$ cat src/rtl/booth_radix4_mul_if.sv
// Handshake and result bundle between the NTT controller and the radix-4 Booth multiplier.
// The multiplier connects through the slave modport, the controller through the master modport.
interface booth_radix4_mul_if #(
    parameter int WIDTH = 16
);
    logic                   start;
    logic [WIDTH-1:0]       a;
    logic [WIDTH-1:0]       b;
    logic                   busy;
    logic                   done;
    logic [2*WIDTH-1:0]     product;
    logic [2:0]             booth_sel;

    modport master (
        output start, a, b,
        input  busy, done, product, booth_sel
    );

    modport slave (
        input  start, a, b,
        output busy, done, product, booth_sel
    );
endinterface

$ cat src/rtl/booth_radix4_mul.sv
// Sequential signed radix-4 Booth multiplier: two multiplier bits retired per cycle,
// WIDTH/2 accumulate cycles per product, result held until the next completion.
//
// state | meaning
// IDLE  | waiting for start
// RUN   | one Booth digit accumulated per cycle
// DONE  | one-cycle completion pulse; start here chains straight into RUN
module booth_radix4_mul #(
    parameter int WIDTH = 16
) (
    input  logic              clk,
    input  logic              rst_n,
    booth_radix4_mul_if.slave bus
);
    localparam int PW    = 2 * WIDTH;
    localparam int CNT_W = (WIDTH / 2 > 1) ? $clog2(WIDTH / 2) : 1;
    localparam logic [CNT_W-1:0] LAST = CNT_W'(WIDTH / 2 - 1);
    localparam logic [PW-1:0]    ONE  = PW'(1);

    typedef enum logic [1:0] {IDLE, RUN, DONE} state_t;

    state_t             state;
    logic [PW-1:0]      mcand;
    logic [PW-1:0]      acc;
    logic [PW-1:0]      pp;
    logic [PW-1:0]      acc_sum;
    logic [PW-1:0]      mcand_x2;
    logic [WIDTH:0]     mplier;
    logic [CNT_W-1:0]   cnt;
    logic [2:0]         sel;
    logic               busy_q;
    logic               done_q;
    logic [PW-1:0]      product_q;

    assign sel      = mplier[2:0];
    assign mcand_x2 = mcand << 1;
    assign acc_sum  = acc + pp;

    always_comb begin
        pp = '0;
        case (sel)
            3'b001, 3'b010: pp = mcand;
            3'b011:         pp = mcand_x2;
            3'b100:         pp = ~mcand_x2 + ONE;
            3'b101, 3'b110: pp = ~mcand + ONE;
            default:        pp = '0;
        endcase
    end

    always_ff @(posedge clk or negedge rst_n) begin
        if (!rst_n) begin
            state     <= IDLE;
            busy_q    <= 1'b0;
            done_q    <= 1'b0;
            product_q <= '0;
            mcand     <= '0;
            mplier    <= '0;
            acc       <= '0;
            cnt       <= '0;
        end else begin
            case (state)
                IDLE, DONE: begin
                    done_q <= 1'b0;
                    if (bus.start) begin
                        mcand  <= {{WIDTH{bus.a[WIDTH-1]}}, bus.a};
                        mplier <= {bus.b, 1'b0};
                        acc    <= '0;
                        cnt    <= '0;
                        busy_q <= 1'b1;
                        state  <= RUN;
                    end else begin
                        busy_q <= 1'b0;
                        state  <= IDLE;
                    end
                end
                RUN: begin
                    acc    <= acc_sum;
                    mcand  <= mcand << 2;
                    mplier <= {{2{mplier[WIDTH]}}, mplier[WIDTH:2]};
                    cnt    <= cnt + CNT_W'(1);
                    // The last digit's sum bypasses acc so done and product line up.
                    if (cnt == LAST) begin
                        product_q <= acc_sum;
                        busy_q    <= 1'b0;
                        done_q    <= 1'b1;
                        state     <= DONE;
                    end
                end
                default: begin
                    busy_q <= 1'b0;
                    done_q <= 1'b0;
                    state  <= IDLE;
                end
            endcase
        end
    end

    assign bus.busy      = busy_q;
    assign bus.done      = done_q;
    assign bus.product   = product_q;
    assign bus.booth_sel = (state == RUN) ? sel : 3'b000;
endmodule

$ cat src/flat_wrapper.sv
// flat-port wrapper written by rule: the top's interface ports become plain ports
module booth_radix4_mul_flat 
#(
    parameter int WIDTH = 16
)
  (clk, rst_n, bus_start, bus_a, bus_b, bus_busy, bus_done, bus_product, bus_booth_sel);
  booth_radix4_mul_if #(.WIDTH(WIDTH)) bus_i ();
  input  logic clk;
  input  logic rst_n;
  input wire logic [$bits(bus_i.start)-1:0] bus_start;
  input wire logic [$bits(bus_i.a)-1:0] bus_a;
  input wire logic [$bits(bus_i.b)-1:0] bus_b;
  output wire logic [$bits(bus_i.busy)-1:0] bus_busy;
  output wire logic [$bits(bus_i.done)-1:0] bus_done;
  output wire logic [$bits(bus_i.product)-1:0] bus_product;
  output wire logic [$bits(bus_i.booth_sel)-1:0] bus_booth_sel;
  assign bus_i.start = bus_start;
  assign bus_i.a = bus_a;
  assign bus_i.b = bus_b;
  assign bus_busy = bus_i.busy;
  assign bus_done = bus_i.done;
  assign bus_product = bus_i.product;
  assign bus_booth_sel = bus_i.booth_sel;
  booth_radix4_mul #(.WIDTH(WIDTH)) u_core (.clk(clk), .rst_n(rst_n), .bus(bus_i));
endmodule
$ cat config.mk
export PLATFORM = sky130hd
export DESIGN_NAME = booth_radix4_mul_flat
export DESIGN_NICKNAME = d
export VERILOG_FILES = /design/src/rtl/booth_radix4_mul_if.sv /design/src/rtl/booth_radix4_mul.sv /design/src/flat_wrapper.sv
export SDC_FILE = /design/constraint.sdc
export NUM_CORES = 1
export LEC_CHECK = 0
export CORE_ASPECT_RATIO = 1.25
export CORE_UTILIZATION = 30
export DETAILED_ROUTE_END_ITERATION = 8
export DONT_BUFFER_PORTS = 1
export PLACE_DENSITY_LB_ADDON = 0.1
export SKIP_LAST_GASP = 1
export SYNTH_ARGS = -nofsm -noshare
export SYNTH_HDL_FRONTEND = slang
export SYNTH_SLANG_ARGS = --single-unit
$ cat constraint.sdc
create_clock -name clk -period 9.95 [get_ports clk]
set_input_delay 0.995 -clock clk [delete_from_list [all_inputs] [get_ports clk]]
set_output_delay 0.995 -clock clk [all_outputs]
set_load 0.005 [all_outputs]
# --- Yosys cells after proc, flatten, opt, wreduce, memory -nomap -nowiden ---
# Index checks and enable logic that the tools add are counted.
# Widths: inputs -> output; s select.
totals:
  reg_bits: 120
  latchBits: 0
  mem_bits_rw: 0
  romBits: 0
  input_bits: 35
  out_inout_bits: 37
  wordCells: 53
  n_memories: 0
op_classes:
  addsub: 4
  mul: 0
  div: 0
  n_lt_le_gt_ge: 0
  n_eq_ne: 11
  n_shift: 0
  n_mux: 18
  bitwise_logic: 3
  n_reduce_logical: 8
ops:
  columns: ["cell", "count"]
  rows:
  - ["$pmux 32 s2", 2]
  - ["$pmux 32 s4", 1]
  - ["$add 32x1->32 const B", 2]
  - ["$mux 32", 2]
  - ["$not 32->32", 2]
  - ["$pmux 17 s2", 1]
  - ["$add 32x32->32", 1]
  - ["$mux 17", 1]
  - ["$eq 3x3->1 const B", 4]
  - ["$eq 3x2->1 const B", 2]
  - ["$mux 3", 2]
  - ["$pmux 3 s2", 1]
  - ["$reduce_or 2->1", 3]
  - ["$mux 1", 5]
  - ["$pmux 2 s2", 1]
  - ["$reduce_and 2->1", 2]
  - ["$add 3x1->3 const B", 1]
  - ["$eq 3x1->1 const B", 1]
  - ["$reduce_and 3->1", 1]
  - ["$eq 2x1->1 const B", 1]
  - ["$eq 2x2->1 const B", 1]
  - ["$logic_not 2->1", 1]
  - ["$mux 2", 1]
  - ["$ne 2x1->1 const B", 1]
  - ["4 further kinds", 4]

# --- Longest topological paths before layout ---
# Gate-level depths: netlist of the first run.
logic_depth:
  ltp_word: 5
  depth_mapped: 19
  mapped_depth_nobuf: 19

# --- Worst setup path after synthesis of the first run ---
# Ideal clock, no wire load.
synth_path:
  path_kind: "reg-to-reg"
  start: "register u_core.mcand[1]"
  end: "register u_core.acc[20]"
  setup_ps: 122
  t_arrival_ps: 4093
  t_required_ps: 9828
  path_slack_ps: 5736
  stages_incl_launch_ff: 20
  n_path_buf: 1
  period_less_slack_ps: 4214
  cell_sequence: "dfrtp_1 -> inv_1 -> ha_1 -> nor4b_2 -> nand2_1 -> or4_1 -> nor3_1 -> xnor2_1 -> a221oi_1 -> a21oi_1 -> ha_1 -> clkbuf_1 -> a21oi_1 -> o21ai_1 -> a221oi_1 -> inv_1 -> o21a_1 -> o21a_1 -> or3_1 -> a32o_1"
synth_between:
  elab_chain_len: 5
  elab_cells_between_ends: 7
  classes_between: "add/sub (3); mux (2); bitwise (2)"
synth_lines:
  columns: ["item", "line", "text"]
  rows:
  - ["start: declaration", "booth_radix4_mul.sv:23", "logic [PW-1:0] mcand;"]
  - ["start signal: assignment", "booth_radix4_mul.sv:65", "mcand <= {{WIDTH{bus.a[WIDTH-1]}}, bus.a};"]
  - ["start signal: assignment", "booth_radix4_mul.sv:78", "mcand <= mcand << 2;"]
  - ["$not 32->32, on equally long branches", "booth_radix4_mul.sv:45, booth_radix4_mul.sv:44", null]
  - ["$add 32x1->32, on equally long branches", "booth_radix4_mul.sv:45, booth_radix4_mul.sv:44", null]
  - ["$pmux 32 s4 *", "booth_radix4_mul.sv:41", "case (sel)"]
  - ["$add 32x32->32 *", "booth_radix4_mul.sv:37", "assign acc_sum = acc + pp;"]
  - ["$pmux 32 s2 *", "booth_radix4_mul.sv:61", "case (state)"]
  - ["end signal: assignment", "booth_radix4_mul.sv:77", "acc <= acc_sum;"]
  - ["end: declaration", "booth_radix4_mul.sv:24", "logic [PW-1:0] acc;"]
# Mark *: on every way between the ends. The rest lies on a longest branch, timed or not.
# A chain may end at the register's enable or synchronous reset.

# --- Final worst setup path of the first run ---
layout_path:
  start: "register u_core.mplier[2]"
  end: "register u_core.acc[20]"
layout_between:
  elab_chain_len: 5
  elab_cells_between_ends: 11
  classes_between: "add/sub (1); eq/ne (6); mux (2); reduce/logical (2)"
layout_lines:
  columns: ["item", "line", "text"]
  rows:
  - ["start: declaration", "booth_radix4_mul.sv:28", "logic [WIDTH:0] mplier;"]
  - ["start signal: assignment", "booth_radix4_mul.sv:66", "mplier <= {bus.b, 1'b0};"]
  - ["start signal: assignment", "booth_radix4_mul.sv:79", "mplier <= {{2{mplier[WIDTH]}}, mplier[WIDTH:2]};"]
  - ["$eq 3x3->1, or another cell as far along", "booth_radix4_mul.sv:41", null]
  - ["$reduce_or 2->1", "booth_radix4_mul.sv:41", null]
  - ["$pmux 32 s4 *", "booth_radix4_mul.sv:41", null]
  - ["$add 32x32->32 *", "booth_radix4_mul.sv:37", null]
  - ["$pmux 32 s2 *", "booth_radix4_mul.sv:61", null]
# Marked as above.

==> metrics.md, run 1 <==
| Metric | Value |
|---|---|
| Final WL | `25.0 mm` |
| Clock Latency Late Sink | `around 0.43 ns` |
| Fin nets | `approximately 1,000` |
| I/O Pins | `72` |
| Post-CTS setup buffer count | `0` |
| Via-to-Cell Ratio | `5.52` |
| Final TNS setup | `0 ns` |
| Final Cycle Share | `0.503` |
| Clock Skew | `0.0101 ns` |
| Core Rows | `67` |
| DP HPWL | `17.4 mm` |
| Initial antenna violation count | `0` |
| CTS Buf Count | `17` |
| Final routed DRC violation total | `0` |
| Post-CTS sizing | `0` |
| CTS clock-pin slew for the worst setup and hold paths | `0.06 ns` |
| # hold bufs at CTS | `0` |
| Worst Setup Path Type | `reg -> reg` |
| Status | `finished clean` |
| Buffer depth of the longest clock path | `2` |
| Largest cells by area after synthesis | `dfrtp_1, nand2_1, o21ai_0` |
| Router iterations before antenna repair | `6` |
| CTS tree | `yes` |
| Setup-failing EPs final | `0` |
| Number of port buffers | `0` |
| Unique cell type count in the Yosys netlist | `between 70 and 80` |
| Vias | `7,265` |
| Htree depth | `4` |
| Yosys top cell area share | `0.355` |
| Primary FF master, synth | `dfrtp_1` |
| Syn_nets | `1,087` |
| Number of global-route vias before repair | `approximately 7,200` |
| Max-slew violations | `0` |
| Cells after synthesis | `1,017` |
| First-pass GRT wire length | `roughly 41 mm` |
| Post-synthesis sequential area ratio | `0.355` |
| Routability Congestion | `0.793` |
| Root Buffer Master | `clkbuf_16` |
| EDFF count, synth | `0` |
| Share of layout cells above drive strength 1 | `0.0813` |
| Post-route cell area | `between 0.009 and 0.01 mm2` |
| Layout fillers | `~2,900` |
| Tot GR Track Use | `0.185` |
| CP required | `roughly 10 ns` |
| Critical path data arrival time | `approximately 5.3 ns` |
| Antenna Nets Post-Route | `0` |
| Initial DRC Count | `420` |
| CP max FO | `46` |
| RSZ-0062 raised after global routing | `no` |
| GR Overflow Total | `0` |
| Setup crit end kind | `flop` |
| WL/cell | `about 19 um` |
| Max-slew headroom | `0.397` |
| Worst hold path type | `in -> async` |
| Max Cap Viol | `0` |
| Placed Area | `0.00850 mm2` |
| Die X | `151 um` |
| Async SR Flop Fraction | `1.00` |
| Core area | `0.0270 mm2` |
| Syn Std Cell Area | `0.00832 mm2` |
| Largest net degree at the start of global routing | `between 100 and 150` |
| Final min period | `about 5.0 ns` |
| Syn_area_per_cell | `about 8.2 um2` |
| Diodes inserted | `0` |
| Die height | `188 um` |
| #FFs+latches synth | `between 100 and 150` |
| Synth warnings | `0` |
| Worst Tran Pin Value | `0.904 ns` |
| Synth area leader | `dfrtp_1` |
| Critical Path Start Type | `flop` |
| Final Hold Fails | `0` |
| Max Freq | `around 0.2 GHz` |
| P&R area growth vs syn | `9.22%` |
| Sink Count | `roughly 120` |
| Starting Density | `0.308` |
| Die area | `roughly 0.028 mm2` |
-- synth_stat cells, types with 6 or more instances --
| library cell | n |
|---|---|
| inv_1 | 13 |
| a221o_1 | 18 |
| o21ai_1 | 9 |
| ha_1 | 34 |
| nand2_1 | 163 |
| o31ai_1 | 9 |
| buf_2 | 6 |
| xor2_1 | 21 |
| xnor2_1 | 30 |
| nor3_1 | 21 |
| a21o_1 | 15 |
| nor2b_1 | 8 |
| o21ai_0 | 91 |
| a31oi_1 | 30 |
| o22ai_1 | 7 |
| mux2i_1 | 8 |
| dfrtp_1 | 118 |
| nand4_1 | 6 |
| and2_1 | 8 |
| o221ai_1 | 6 |
| nor2_1 | 88 |
| a221oi_1 | 12 |
| nand3_1 | 19 |
| mux2_2 | 6 |
| a21oi_1 | 55 |
| a22oi_1 | 10 |
| nand2b_1 | 10 |
| or3_1 | 11 |
| clkbuf_1 | 73 |
| o21a_1 | 7 |
| a22o_1 | 8 |
| a31o_2 | 6 |
-- area by class of cell --
class,instances,area (um2),share of cell area
multi-input combinational,795,4970,0.547
inverter,16,60.1,0.00661
clock inverter,11,126,0.0139
clock buffer,21,460,0.0507
tap,345,432,0.0475
sequential,118,2950,0.325
timing repair buffer,11,82.6,0.00909
-- worst max-delay path, stage by stage (launching register included) --
cell and delay [ns]:
dfrtp_1 0.31, buf_4 0.40, clkinv_1 0.69, nor2_1 0.89, a221oi_1 0.22, a21oi_1 0.25
ha_1 0.36, a21oi_1 0.18, o21ai_1 0.10, a221oi_1 0.41, inv_1 0.11, o21a_1 0.19
o21a_1 0.17, or3_1 0.33, a32o_1 0.26
-- logic make-up after synthesis --
group,count (synthesis),synth area share
simple gates,376,0.214
compound gates,316,0.248
flops,118,0.355
xor+xnor,53,0.0584
buf+inv,104,0.0501
fa+ha+maj,35,0.0536
mux,15,0.0205
-- cell usage in the layout (no fill, tap or decap), types with 9 or more instances in the layout --
cell and n:
ha_1 34, a21oi_1 55, xnor2_1 30, a22oi_1 10, buf_4 11, inv_1 13, or3_1 11, nor3_1 21
o21ai_0 91, a31oi_1 30, o21ai_1 9, clkbuf_16 17, dfrtp_1 118, nand2_1 162, nand2b_1 9, a221o_1 18
nor2_1 87, a221oi_1 12, xor2_1 21, nand3_1 19, o31ai_1 9, a21o_1 15
-- routing by layer --
layer	GRT usage	up-vias	wire (um)
li1	-	3558	-
met1	0.232	3545	10900
met2	0.316	138	12700
met3	0.0328	24	901
met4	0.0627	0	524
met5	0	-	0
-- state kept, by name, summed over array words and instances, names as in the netlist --
signal              flops
u_core.acc             32
u_core.bus.product     32
u_core.mcand           32
u_core.mplier          17
u_core.cnt              3
u_core.bus.done         1
u_core.state            1
-- path summary, 6_finish.rpt --
kind / start / end / slack (ns) / cells past startpoint
worst max register to register: u_core.mplier[2] / u_core.acc[20] / 4.94 / 14
worst max-delay path: u_core.mplier[2] / u_core.acc[20] / 4.94 / 14
min in group clk: u_core.mplier[16] / u_core.mplier[16] / 0.47 / 2
max in group asynchronous: rst_n / u_core.mcand[14] / 9.47 / 0
worst min register to register: u_core.mplier[16] / u_core.mplier[16] / 0.47 / 2
worst min-delay path: rst_n / u_core.bus.product[7] / 0.27 / 0
-- metrics by stage --
step	setup WS, ns	std cells	util	hold slack (ns)
after floorplan	5.74	1017	-	0.438
after global placement	4.91	1285	0.315	0.450
after detailed placement	4.94	1285	0.315	0.457
after CTS	4.93	1317	0.337	0.245
after global routing	4.47	1317	0.337	0.249
final	4.94	1317	0.337	0.274
Power of run 1 is not shown: default switching activity piles up to over one toggle a cycle in this logic, so the estimate is an artifact.
==> run 2, diff against run 1 <==
clock period = 4.7 ns   (was 9.95 ns; I/O delays follow)
==> run 2 against run 1 <==
The flow now finishes with violations (negative hold slack). Count of clock-buffer cells in the layout up 4. Critical path depth up 5. Final cell count up 2.6%. Critical path type unchanged. Highest routed layer unchanged.
==> metrics.md, run 2 (same netlist as run 1, synthesis figures left out) <==
| Metric | Value |
|---|---|
| Status | `finished with violations` |
| Failing checks | `negative hold slack` |
| Max-slew violations | `0 (unchanged)` |
| Clock Latency Late Sink | `0.43 ns (about the same)` |
| Final WL | `25.4 mm (+1.4%)` |
| GR Overflow Total | `0 (unchanged)` |
| Final Hold Fails | `2 (+2)` |
| Cell chain of the critical path | `inv_1, ha_1, nor4b_4, nand2_1, buf_4, nor2_4, nand2_1, o21ai_0, a21oi_1, o32ai_1, ha_1, a221o_1, a31oi_1, o21ai_1, a31o_2, a41o_1, o41ai_1, xor2_1, o21ai_0` |
| Tot GR Track Use | `0.187 (+0.00218)` |
| Final min period | `4.40 ns (-0.607 ns)` |
| RSZ-0062 raised after global routing | `yes` |
| Core Rows | `67 (unchanged)` |
| Clock Skew | `0.00866 ns (-0.00148 ns)` |
| CP max stage delay | `0.44 ns (-0.45 ns)` |
| Vias | `7,383 (+1.6%)` |
| Final WS setup | `0.297 ns (-4.64 ns)` |
| Post-CTS setup buffer count | `0 (unchanged)` |
| Core area | `0.0270 mm2 (unchanged)` |
| Max Freq | `0.227 GHz (+14%)` |
| CP Buf/Inv Count | `2 (-1)` |
| CTS tree | `yes` |
| WHS | `-0.00182 ns (-0.276 ns)` |
| Buffer depth of the longest clock path | `2 (unchanged)` |
| Most frequent cells in the layout | `nand2_1, dfrtp_1, o21ai_0, nor2_1, a21oi_1` |
| Setup crit end kind | `flop` |
| Htree depth | `4 (unchanged)` |
| Initial antenna violation count | `0 (unchanged)` |
| CTS Buf Count | `17 (unchanged)` |
| Worst hold path type | `in -> async` |
| Setup-failing EPs final | `0 (unchanged)` |
| CP max FO | `6 (-87%)` |
| Setup WS pre-CTS | `0.141 ns (-4.80 ns)` |
| Router iterations before antenna repair | `5 (-1)` |
| P&R area growth vs syn | `13.9%` |
| Antenna Nets Post-Route | `0 (unchanged)` |
| Fin nets | `1,063 (+3.3%)` |
| Stages on the worst setup path | `19 (+5)` |
| Die height | `188 um (unchanged)` |
| Via-to-Cell Ratio | `5.46 (-0.93%)` |
| First-pass GRT wire length | `41.0 mm (+1.1%)` |
| Worst Tran Pin Value | `0.915 ns (+0.0116 ns)` |
| CP required | `4.97 ns (-5.29 ns)` |
| Root Buffer Master | `clkbuf_16` |
| Final Cycle Share | `0.937 (+0.433)` |
| Number of global-route vias before repair | `7,357 (+2.9%)` |
| Routability Congestion | `0.836 (+5.4%)` |
| Critical path data arrival time | `4.68 ns (-0.64 ns)` |
| Worst Setup Path Type | `reg -> reg` |
| Max-slew headroom | `0.389 (-0.00776)` |
| Commonest non-fill, non-tap cell in the layout | `nand2_1` |
| Starting Density | `0.308 (unchanged)` |
| Critical Path Start Type | `flop` |
| Die area | `0.0284 mm2 (unchanged)` |
| I/O Pins | `72 (unchanged)` |
| Number of port buffers | `0 (unchanged)` |
| WL/cell | `18.8 um (-1.1%)` |
| Largest net degree at the start of global routing | `119 (unchanged)` |
| Cells on worst reg2reg path | `19 (+5)` |
| Initial DRC Count | `379 (-9.8%)` |
| DP HPWL | `17.9 mm (+3.1%)` |
| CP max-delay cell | `dfrtp_1` |
| Diodes inserted | `0 (unchanged)` |
| Max Cap Viol | `0 (unchanged)` |
| Die X | `151 um (unchanged)` |
| CTS clock-pin slew for the worst setup and hold paths | `0.06 ns (about the same)` |
| Sink Count | `118 (unchanged)` |
| CP top delay family | `compound AO/OA/AOI/OAI gates` |
| Final routed DRC violation total | `0 (unchanged)` |
| Share of layout cells above drive strength 1 | `0.119 (+0.0380)` |
[run 2: cell count changes in the layout (fill, tap and decap cells not counted), moves of 2 or more]
cell	change
buf_4	+33
clkbuf_8	+5
clkinv_4	-3
clkinvlp_4	-3
bufinv_16	+2
nor3_1	-2
nor3_2	+2
[run 2: timing repair]
action	in CTS	in global routing
endpoints found under the hold margin	118	0
endpoints found under the setup margin	0	20
hold buffers	1	0
gates resized for setup	0	8
[run 2: path summary, 6_finish.rpt]
path	from	to	slack, ns
worst max-delay path	u_core.mcand[1]	u_core.acc[25]	0.30
worst min-delay path	rst_n	u_core.bus.product[7]	-0.002
worst max register to register	u_core.mcand[1]	u_core.acc[25]	0.30
worst min register to register	u_core.mplier[16]	u_core.mplier[16]	0.47
max in group asynchronous	rst_n	u_core.mcand[17]	4.20
min in group clk	bus_b[15]	u_core.mplier[16]	0.16
[run 2: layout make-up]
cell class,count,area (um2)
flip-flops and latches,118,2950
clock inverters,7,138
clock buffers,25,526
multi-input cells,795,5000
fillers,2880,17500
inverters,16,60.1
well taps,345,432
repair buffers,45,358
[run 2: through the flow]
step                      hold slack, ns  TNS, ns  utilization  instances  instance area, um2
final                           -0.00182        0        0.351       1351                9470
after detailed placement           0.180        0        0.324       1318                8740
after CTS                         0.0245        0        0.350       1351                9440
after global routing              0.0448  -0.0598        0.351       1351                9470
after floorplan                    0.174        0            -       1017                8320
after global placement             0.180        0        0.324       1318                8740
[run 2: layer usage]
metal / track usage / vias up / wire, um
met5: 0 / - / 0
met2: 0.321 / 89 / 12900
li1: - / 3625 / -
met3: 0.0358 / 24 / 652
met1: 0.233 / 3645 / 11400
met4: 0.0604 / 0 / 463
Power of run 2 is left out for the same reason.
==> run 3, diff against run 2 <==
clock period = 5.3 ns   (was 4.7 ns; I/O delays follow)
==> run 3 against run 2 <==
The flow now finishes without violations. Global-route usage rose by 0.12 points. Final area fell by 2.9%. Via count fell by 1.5%. Largest cell class unchanged. Clock skew about the same. Final cell count fell by 1.7%.
==> metrics.md, run 3 (same netlist as run 1, synthesis figures left out) <==
| Metric | Value |
|---|---|
| Status | `finished clean` |
| Core area | `0.0270 mm2 (unchanged)` |
| Largest net degree at the start of global routing | `119 (unchanged)` |
| Vias | `7,271 (-1.5%)` |
| Reg2reg end | `u_core.acc[20]` |
| Diodes inserted | `0 (unchanged)` |
| Setup-failing EPs final | `0 (unchanged)` |
| First-pass GRT wire length | `41.2 mm (+0.52%)` |
| Final WS setup | `0.486 ns (+0.188 ns)` |
| Final TNS setup | `0 ns (unchanged)` |
| Max Freq | `0.208 GHz (-8.6%)` |
| Most frequent cells in the layout | `nand2_1, dfrtp_1, o21ai_0, nor2_1, a21oi_1` |
| Via-to-Cell Ratio | `5.48 (+0.19%)` |
| Setup crit end kind | `flop` |
| Router iterations before antenna repair | `5 (unchanged)` |
| CP required | `5.61 ns (+0.64 ns)` |
| Commonest non-fill, non-tap cell in the layout | `nand2_1` |
| Die height | `188 um (unchanged)` |
| RSZ-0062 raised after global routing | `no` |
| Crit. Startpoint | `u_core.mcand[1]` |
| Worst Setup Path Type | `reg -> reg` |
| Critical path data arrival time | `5.13 ns (+0.45 ns)` |
| Post-CTS setup buffer count | `0 (unchanged)` |
| Final Hold Fails | `0 (-2)` |
| CTS tree | `yes` |
| I/O Pins | `72 (unchanged)` |
| R2R Path Start | `u_core.mcand[1]` |
| Initial antenna violation count | `0 (unchanged)` |
| Fin nets | `1,040 (-2.2%)` |
| CP max-delay cell | `or4_1` |
| Tot GR Track Use | `0.188 (+0.00123)` |
| CTS Buf Count | `17 (unchanged)` |
| Htree depth | `4 (unchanged)` |
| Max Cap Viol | `0 (unchanged)` |
| CP Buf/Inv Count | `2 (unchanged)` |
| Routability Congestion | `0.859 (+2.8%)` |
| Core Rows | `67 (unchanged)` |
| CP max stage delay | `0.51 ns (+0.07 ns)` |
| Critical Path Start Type | `flop` |
| Stages on the worst setup path | `18 (-1)` |
| GR Overflow Total | `0 (unchanged)` |
| CTS clock-pin slew for the worst setup and hold paths | `0.06 ns (about the same)` |
| Cells on worst reg2reg path | `18 (-1)` |
| Clock Latency Late Sink | `0.43 ns (about the same)` |
| Setup WS pre-CTS | `0.523 ns (+0.382 ns)` |
| Number of port buffers | `0 (unchanged)` |
| DP HPWL | `17.6 mm (-1.8%)` |
| Sink Count | `118 (unchanged)` |
| CP max FO | `8 (+2)` |
| Final min period | `4.81 ns (+0.412 ns)` |
| Final Cycle Share | `0.908 (-0.0284)` |
| Number of global-route vias before repair | `7,304 (-0.72%)` |
| Worst Setup EP | `u_core.acc[20]` |
| Max-slew violations | `0 (unchanged)` |
| Die X | `151 um (unchanged)` |
| Final WL | `25.2 mm (-0.52%)` |
| Die area | `0.0284 mm2 (unchanged)` |
| Share of layout cells above drive strength 1 | `0.0905 (-0.0287)` |
| Antenna Nets Post-Route | `0 (unchanged)` |
| Reg-to-reg setup timing slack | `0.49 ns (+0.19 ns)` |
| Buffer depth of the longest clock path | `2 (unchanged)` |
| Root Buffer Master | `clkbuf_16` |
| Final routed DRC violation total | `0 (unchanged)` |
| Worst Tran Pin Value | `0.883 ns (-0.0324 ns)` |
| Initial DRC Count | `423 (+12%)` |
| Starting Density | `0.308 (unchanged)` |
| WL/cell | `19.0 um (+1.2%)` |
| Cell chain of the critical path | `inv_1, ha_1, nor4b_2, nand2_1, or4_1, nor3_1, xnor2_1, a221oi_1, a21oi_1, ha_1, a21oi_1, o21ai_1, a221oi_1, inv_1, o21a_1, o21a_1, or3_1, a32o_1` |
| Clock Skew | `0.00905 ns (+0.000393 ns)` |
| P&R area growth vs syn | `10.6%` |
| Max-slew headroom | `0.411 (+0.0216)` |
| CP top delay family | `compound AO/OA/AOI/OAI gates` |
| Worst hold path type | `in -> async` |
[run 3: through the flow]
step / utilization / area [um2] / hold WS (ns) / cells
finish: 0.341 / 9200 / 0.0490 / 1328
global route: 0.341 / 9200 / 0.111 / 1328
CTS: 0.341 / 9190 / 0.0933 / 1328
detailed placement: 0.318 / 8570 / 0.241 / 1295
global placement: 0.318 / 8570 / 0.239 / 1295
floorplan: - / 8320 / 0.234 / 1017
[run 3: how the worst min path moves through the flow]
stage,slack [ns],start,end
final,0.05,rst_n,u_core.bus.product[18]
after global routing,0.11,rst_n,u_core.bus.product[18]
after detailed placement,0.24,rst_n,u_core.bus.product[7]
after global placement,0.24,rst_n,u_core.bus.product[7]
after CTS,0.09,rst_n,u_core.acc[25]
after floorplan,0.23,rst_n,u_core.acc[0]
[run 3: area by class of cell]
cell class              count  area (um2)
flip-flops and latches    118        2950
clock inverters             9         125
multi-input cells         795        4970
fillers                  2922       17800
clock buffers              23         468
repair buffers             22         185
well taps                 345         432
inverters                  16        60.1
[run 3: per-layer routing]
metal	global-route usage	wire length [um]
met1	0.242	11300
met2	0.313	12500
met3	0.0304	816
met4	0.0723	620
met5	0	0
[run 3: repair_timing]
action	in CTS	in global routing
hold endpoints to repair	118	0
endpoints found under the setup margin	0	1
hold buffers	1	0
resized for setup	0	1
Power of run 3 is left out for the same reason.
